<file path="src/rtl/mem_fill_pkg.sv">
`default_nettype none
// ============================================================================
//  Module   : mem_fill_pkg
//  Brief    : Shared types and constants for the line-fill arbiter.
//  Revision : 1.0 - initial release
// ============================================================================
package mem_fill_pkg;

   // Backing memory is word addressed through a byte address.
   localparam int WORD_BYTES      = 4;
   localparam int DEF_BLOCK_WORDS = 8;
   localparam int LINE_BYTES      = DEF_BLOCK_WORDS * WORD_BYTES;

   typedef enum logic [1:0] {
      IDLE  = 2'd0,
      ISSUE = 2'd1,
      WAIT  = 2'd2,
      DONE  = 2'd3
   } fill_state_t;

   typedef enum logic {
      REQ_IC = 1'b0,
      REQ_DC = 1'b1
   } requester_t;

endpackage : mem_fill_pkg
`default_nettype wire

</file>
<file path="src/rtl/rr_arbiter2.sv">
`default_nettype none
// ============================================================================
//  Module   : rr_arbiter2
//  Brief    : Two-way round-robin pick between icache and dcache requests.
//             Purely combinational; the caller owns the last-grant register.
//  Revision : 1.0 - initial release
// ============================================================================
module rr_arbiter2
   import mem_fill_pkg::*;
(
   input  logic       req_ic_i,
   input  logic       req_dc_i,
   input  requester_t last_grant_i,
   output requester_t grant_o
);

   // Lone requester wins; on a tie the side not served last time wins.
   always_comb begin
      grant_o = REQ_IC;
      if (req_ic_i && req_dc_i) begin
         if (last_grant_i == REQ_IC) begin
            grant_o = REQ_DC;
         end else begin
            grant_o = REQ_IC;
         end
      end else if (req_dc_i) begin
         grant_o = REQ_DC;
      end
   end

endmodule : rr_arbiter2
`default_nettype wire

</file>
<file path="src/rtl/line_fill_arbiter.sv">
`default_nettype none
// ============================================================================
//  Module   : line_fill_arbiter
//  Brief    : Shares one word-wide memory read port between the icache and
//             dcache refill paths. One line fill at a time, one read
//             outstanding, each returned word streamed to the granted cache.
//  Options  : CRITICAL_WORD_FIRST_EN - start the burst at the missed word
//             and wrap within the line; otherwise always start at word 0.
//  Revision : 1.0 - initial release
// ============================================================================
module line_fill_arbiter
   import mem_fill_pkg::*;
#(
   parameter int ADDR_W        = 32,
   parameter int DATA_W        = 32,
   parameter int BLOCK_WORDS   = LINE_BYTES / WORD_BYTES,
   parameter int WORD_OFF_BITS = 3
) (
   input  logic                     CLK,
   input  logic                     RST,
   input  logic                     ic_req,
   input  logic [ADDR_W-1:0]        ic_addr,
   input  logic                     dc_req,
   input  logic [ADDR_W-1:0]        dc_addr,
   output logic                     mem_rd,
   output logic [ADDR_W-1:0]        mem_addr,
   input  logic                     mem_rvalid,
   input  logic [DATA_W-1:0]        mem_rdata,
   output logic                     fill_we,
   output logic                     fill_sel,
   output logic [WORD_OFF_BITS-1:0] fill_word,
   output logic [DATA_W-1:0]        fill_data,
   output logic                     ic_done,
   output logic                     dc_done,
   output logic                     busy
);

   localparam int                     WORD_SHIFT = $clog2(WORD_BYTES);
   localparam logic [ADDR_W-1:0]      LINE_MASK  = ADDR_W'(BLOCK_WORDS * WORD_BYTES - 1);
   localparam logic [WORD_OFF_BITS-1:0] LAST_CNT = WORD_OFF_BITS'(BLOCK_WORDS - 1);
   localparam logic [WORD_OFF_BITS-1:0] ONE_W    = WORD_OFF_BITS'(1);

   fill_state_t              state_q, state_d;
   requester_t               grant_q, grant_d;
   requester_t               last_grant_q, last_grant_d;
   logic [ADDR_W-1:0]        base_q, base_d;
   logic [WORD_OFF_BITS-1:0] word_q, word_d;    // offset of the word in flight
   logic [WORD_OFF_BITS-1:0] count_q, count_d;  // words already delivered

   requester_t               w_grant;
   logic [ADDR_W-1:0]        w_sel_addr;
   logic [WORD_OFF_BITS-1:0] w_start;

   rr_arbiter2 u_rr_arbiter2 (
      .req_ic_i     (ic_req),
      .req_dc_i     (dc_req),
      .last_grant_i (last_grant_q),
      .grant_o      (w_grant)
   );

   assign w_sel_addr = (w_grant == REQ_DC) ? dc_addr : ic_addr;

`ifdef CRITICAL_WORD_FIRST_EN
   assign w_start = w_sel_addr[WORD_OFF_BITS+WORD_SHIFT-1:WORD_SHIFT];
`else
   assign w_start = '0;
`endif

   assign busy      = (state_q != IDLE);
   assign fill_sel  = grant_q;
   assign fill_word = word_q;
   assign fill_data = mem_rdata;

   // State and fill-context registers; reset kills any fill in progress.
   always_ff @(posedge CLK) begin
      if (RST) begin
         state_q      <= IDLE;
         grant_q      <= REQ_IC;
         last_grant_q <= REQ_DC;
         base_q       <= '0;
         word_q       <= '0;
         count_q      <= '0;
      end else begin
         state_q      <= state_d;
         grant_q      <= grant_d;
         last_grant_q <= last_grant_d;
         base_q       <= base_d;
         word_q       <= word_d;
         count_q      <= count_d;
      end
   end

   // Next-state and output decode for the fill sequencer.
   always_comb begin
      state_d      = state_q;
      grant_d      = grant_q;
      last_grant_d = last_grant_q;
      base_d       = base_q;
      word_d       = word_q;
      count_d      = count_q;
      mem_rd       = 1'b0;
      mem_addr     = '0;
      fill_we      = 1'b0;
      ic_done      = 1'b0;
      dc_done      = 1'b0;

      case (state_q)
         IDLE: begin
            if (ic_req || dc_req) begin
               grant_d = w_grant;
               base_d  = w_sel_addr & ~LINE_MASK;
               word_d  = w_start;
               count_d = '0;
               state_d = ISSUE;
            end
         end
         ISSUE: begin
            mem_rd   = 1'b1;
            mem_addr = base_q | (ADDR_W'(word_q) << WORD_SHIFT);
            state_d  = WAIT;
         end
         WAIT: begin
            // Return data is only meaningful while a read is outstanding.
            if (mem_rvalid) begin
               fill_we = 1'b1;
               word_d  = word_q + ONE_W;
               count_d = count_q + ONE_W;
               state_d = (count_q == LAST_CNT) ? DONE : ISSUE;
            end
         end
         DONE: begin
            ic_done      = (grant_q == REQ_IC);
            dc_done      = (grant_q == REQ_DC);
            last_grant_d = grant_q;
            state_d      = IDLE;
         end
         default: begin
            state_d = IDLE;
         end
      endcase
   end

endmodule : line_fill_arbiter
`default_nettype wire
</file>
<file path="config.mk">
export PLATFORM = sky130hd
export DESIGN_NAME = line_fill_arbiter
export DESIGN_NICKNAME = d
export VERILOG_FILES = /design/src/rtl/mem_fill_pkg.sv /design/src/rtl/rr_arbiter2.sv /design/src/rtl/line_fill_arbiter.sv
export SDC_FILE = /design/constraint.sdc
export NUM_CORES = 1
export LEC_CHECK = 0
export CORE_ASPECT_RATIO = 0.8
export CORE_MARGIN = 3
export CORE_UTILIZATION = 35
export CTS_CLUSTER_DIAMETER = 60
export DETAILED_ROUTE_END_ITERATION = 16
export HOLD_SLACK_MARGIN = 0.1
export PLACE_DENSITY = 0.8
export REMOVE_ABC_BUFFERS = 1
export SYNTH_ARGS = -nofsm -noshare
export SYNTH_HDL_FRONTEND = slang
export SYNTH_HIERARCHICAL = 1
export SYNTH_SLANG_ARGS = --single-unit
</file>
<file path="constraint.sdc">
create_clock -name CLK -period 1.4 [get_ports CLK]
set_input_delay 0.28 -clock CLK [delete_from_list [all_inputs] [get_ports CLK]]
set_output_delay 0.28 -clock CLK [all_outputs]
set_load 0.02 [all_outputs]
</file>
# ---- After elaboration in Yosys (flattened, before gate mapping)
# Index checks and enable logic that the tools add are counted.
dict set report word_totals {
  in_bits 101
  ff_bits 37
  elab_cells 43
  output_inout_bits 73
}
dict set report classes {
  mux 19
  n_addsub 2
  n_eq_ne 6
  reduce_logical 8
  bitwise 2
}
# cell count
set op_table {}
lappend op_table {{32-bit 2-to-1 mux} 2}
lappend op_table {{32-bit by 5-bit OR with 32-bit output} 1}
lappend op_table {{3-bit one-hot mux with 2 select lines} 2}
lappend op_table {{3-bit 2-to-1 mux} 3}
lappend op_table {{1-bit 2-to-1 mux} 8}
lappend op_table {{2-bit one-hot mux with 4 select lines} 1}
lappend op_table {{3-bit by 1-bit adder with 3-bit output, second input constant} 2}
lappend op_table {{2-bit 2-to-1 mux} 3}
lappend op_table {{2-bit equality test, second input constant} 2}
lappend op_table {{2-bit inequality test, second input constant} 2}
lappend op_table {{2-bit AND reduction} 2}
lappend op_table {{2-bit nonzero test} 2}
lappend op_table {{3-bit equality test, second input constant} 1}
lappend op_table {{3-bit AND reduction} 1}
lappend op_table {{2-bit by 1-bit equality test with 1-bit output, second input constant} 1}
lappend op_table {{2-bit zero test} 1}
lappend op_table {{1-bit logical AND} 1}
lappend op_table {{1-bit logical OR} 1}
lappend op_table {{1-bit NOT} 1}

# ---- Logic depth before layout (Yosys ltp)
# Gate-level depths: netlist (run 1).
dict set report logic_depth {
  word_depth 4
  ltp_mapped 5
  mapped_depth_nobuf 5
}

# ---- Cells and area by module
# Netlist (run 1), hierarchy kept.
# module seq_area_each_um2 n_inst area_per_inst_um2 cells_per_inst
set by_module_without_submodules {}
lappend by_module_without_submodules {line_fill_arbiter 740.7 1 2448.6 245}
lappend by_module_without_submodules {rr_arbiter2 0.0 1 11.3 1}

# ---- Least setup slack after synthesis (run 1)
# No wires, ideal clock.
dict set report synth_timing {
  path_type {reg-to-output}
  startpoint {reg state_q[0]}
  endpoint {out mem_addr[10]}
  path_stages_with_launch 4
  path_buffers 1
  arrival_time_ns 1.039
  t_required_ns 1.120
  path_slack_ns 0.081
  cell_sequence {dfxtp_1 -> and2b_1 -> buf_2 -> and2_1}
}
dict set report synth_via {
  elab_chain_len 2
}
# element line_no
set synth_lines {}
lappend synth_lines {{start, declared} line_fill_arbiter.sv:43} ;# fill_state_t state_q, state_d;
lappend synth_lines {{start signal, assigned} line_fill_arbiter.sv:84} ;# state_q <= state_d;
lappend synth_lines {{2-bit by 1-bit equality test with 1-bit output} line_fill_arbiter.sv:107} ;# case (state_q)
lappend synth_lines {{32-bit 2-to-1 mux} line_fill_arbiter.sv:107}
lappend synth_lines {{end, declared} line_fill_arbiter.sv:26} ;# output logic [ADDR_W-1:0] mem_addr,
# Every way passes these cells.

# ---- Worst setup path in the final report (run 1)
dict set report layout_timing {
  startpoint {reg state_q[1]}
  endpoint {out mem_addr[28]}
}
# The elaborated chain is that of the path after synthesis.

==> results.yml, run 1 <==
synth:
  syn_inst: 246
  syn_avg_cell_area_um2: 9.999
  ys_warn_count: 6
  ys_ff_latch: 37
  synth_edf_count: 0
  synth_top_cell_by_area: "dfxtp_1"
  synth_area_leaders: "dfxtp_1 (30%), buf_4 (11%), mux2i_1 (11%), a211oi_2 (10%), and2_1 (7.6%)"
  syn_area_um2: 2460
  ys_seq_area_frac: 0.3011
  synth_ff_type: "dfxtp_1"
  synthDominantCellAreaShare: 0.3011
  ys_types: 40
  synth-async-reset-ratio: 0
sta:
  fin_crit_sh: 1.139
  fin_crit_ns: 1.595
  final_max_slew_viol_count: 0
  setup-violations-final: 35
  fmax_mhz: 627.0
  setup_ws_ns: -0.1950
  hold_ws_ns: 0.2822
  clock_skew_ns: 0.006350
  hold_viol: 0
  rsz0062_at_grt: "yes"
critical_path:
  reg2reg_depth: 4
  worstPathArrival_ns: 1.31
  timing_worst_setup_path_type: "flip-flop to output pin"
  critPathRequiredTime_ns: 1.12
  end_kind: "output pin"
  path_max_fanout: 7
  ff2ff_setup_slack_ns: 0.10
  start_kind: "flip-flop"
die:
  die_h_um: 80.99
  core-area_um2: 6604
  die_w_um: 99.73
  rows: 26
  initial_core_util: 0.3725
  die-area_um2: 8077
  ios: 174
cells_and_area:
  nNetsFinal: 434
  fin_area_um2: 3674
  syn_to_final_growth_pct: 49.34
  drive_gt1_frac: 0.4667
  final_common_cell: "clkdlybuf4s50_1"
  layout_common_cells: "clkdlybuf4s50_1 (55), buf_6 (39), dfxtp_1 (36)"
  antennaDiodeCount: 0
power:
  leakage_nw: 1.488
  p_per_area_nw_per_um2: 859.6
  p_switching_w: 0.0009691
  peakVddDrop_mv: 0.3526
  p_clk_frac: 0.238
  sw_frac_of_total: 0.3069
  comb_power_share: 0.372
  seqPwrFrac: 0.391
  internal_power_w: 0.002189
clock_tree:
  cts_max_level: 2
  cts_made_buffers: 5
  cts_max_path_buffers: 2
  ctsRootBufferMaster: "clkbuf_8"
  clkSinkCount: 37
  clk_pin_slew_ns: 0.07
  cts_tree: "yes"
  insertion_delay_ns: 0.28
route:
  vias_per_cell: 5.051
  highest_layer: "met5"
  wl_met3_um: 1229
  wl_per_cell_um: 19.49
  ant_nets: 0
  routed_wl_um: 8069
  firstDrtPassIters: 4
  vias: 2091
  drc: 0
  wl_met1_um: 3493
  drtIter0Drc: 39
  route.met2.wl_um: 3186
place:
  post_dp_cell_area_um2: 3303
  port_buffers: 97
  gp_congestion: 0.8245
  dpl.hpwl_um: 5775
  place_ws_ns: -0.5569
global_routing:
  grt.total_usage: 0.1955
  grt_start_max_net_pins: 29
  grt_first_pass_wirelength_um: 11940
  grt_overflow_total: 0
  grt_pass1_vias: 2082
  antenna_found_initial: 0
min_path:
  holdPathStages: 2
  worstHoldPathType: "input port to flip-flop"
outcome:
  status: "finished, violations left"
  violations: "setup timing"
flow_run:
  drv_cap: 0
==> per-layer routing <==
| layer | GRT usage | vias to the layer above |
|---|---|---|
| met5 | 0.1026 | - |
| met4 | 0.03683 | 4 |
| li1 | - | 1008 |
| met2 | 0.2603 | 117 |
| met3 | 0.1442 | 12 |
| met1 | 0.2438 | 950 |
==> per-stage QoR <==
stage / cells / total power, W / utilization / setup TNS [ns]
6_report: 414 / 0.003158 / 0.5563 / -5.585
4_1_cts: 410 / 0.003068 / 0.5159 / -6.484
5_1_grt: 414 / 0.003313 / 0.5563 / -7.392
2_1_floorplan: 193 / 0.001763 / - / -39.33
3_3_place_gp: 394 / 0.002213 / 0.5002 / -23.84
3_5_place_dp: 394 / 0.002240 / 0.5002 / -26.05
==> area by class of cell <==
cell class | instances | area (um2)
Fill cell | 576 | 2930
Timing Repair Buffer | 129 | 1343
Clock buffer | 7 | 86.33
Inverter | 1 | 6.256
Sequential cell | 37 | 742.0
Multi-Input combinational cell | 156 | 1391
Tap cell | 84 | 105.1
==> worst max-delay path, stage by stage, from the launching register on <==
cell     delay (ns)
dfxtp_2        0.32
and2b_4        0.30
buf_6          0.15
and2_4         0.15
buf_6          0.11
==> registers in the layout, summed over array words and instances, names as in the netlist <==
register and flops:
fill_sel 1, count_q 3, base_q 27, last_grant_q 1
fill_word 3, state_q 2
==> synthesized netlist by cell type, types with 2 or more instances <==
library cell / number
buf_6: 6
a21oi_1: 14
o31ai_1: 3
a211oi_2: 20
mux2i_1: 27
ha_1: 3
buf_4: 36
buf_1: 2
and2_1: 30
clkbuf_1: 3
a211oi_1: 9
a21oi_2: 19
nand4b_1: 3
dfxtp_1: 37
buf_2: 2
nor2_1: 5
buf_8: 4
==> path summary, 6_finish.rpt <==
path	from	endpoint
max	state_q[1]	mem_addr[28]
max reg2reg	last_grant_q	base_q[30]
min reg2reg	count_q[1]	count_q[1]
min	RST	fill_word[1]
==> cells by family (layout without fill, tap and decap cells) <==
family	Yosys count	in the layout	share of synthesized area
other cells	1	2	0.001524
flops	37	37	0.3011
buf+inv	55	137	0.1770
compound gates	69	69	0.2482
fa+ha+maj	3	3	0.01526
simple gates	54	55	0.1470
mux	27	27	0.1099
==> power by group through the flow <==
stage	clock [W]	combinational, W	sequential (W)
floorplan	0	0.000515	0.00125
global placement	0	0.000972	0.00124
detailed placement	0	0.000993	0.00125
CTS	0.000776	0.00107	0.00123
global route	0.000809	0.00126	0.00125
finish	0.000751	0.00117	0.00123
==> what timing repair did <==
item / CTS / global route
buffers inserted: 6 / 3
setup endpoints to repair: 66 / 42
pin swaps: 9 / 8
gates resized for setup: 179 / 81
hold buffers: 0 / 0
cloned: 3 / 1
endpoints found under the hold margin: 0 / 0
Power figures use the tool's default switching activity.
==> run 2: changes to the inputs <==
--- a/config.mk
+++ b/config.mk
@@ -10,7 +10,7 @@
 export CORE_UTILIZATION = 35
 export CTS_CLUSTER_DIAMETER = 60
 export DETAILED_ROUTE_END_ITERATION = 16
-export HOLD_SLACK_MARGIN = 0.1
+export HOLD_SLACK_MARGIN = 0.05
 export PLACE_DENSITY = 0.8
 export REMOVE_ABC_BUFFERS = 1
 export SYNTH_ARGS = -nofsm -noshare
==> results of run 2 <==
The final DEF is identical to that of run 1; final timing and power are the same.
==> run 3: changes to the inputs <==
--- a/config.mk
+++ b/config.mk
@@ -8,7 +8,7 @@
 export CORE_ASPECT_RATIO = 0.8
 export CORE_MARGIN = 3
 export CORE_UTILIZATION = 35
-export CTS_CLUSTER_DIAMETER = 60
+export CTS_CLUSTER_DIAMETER = 50
 export DETAILED_ROUTE_END_ITERATION = 16
 export HOLD_SLACK_MARGIN = 0.05
 export PLACE_DENSITY = 0.8
==> results of run 3 <==
The final DEF is identical to that of run 1; final timing and power are the same.
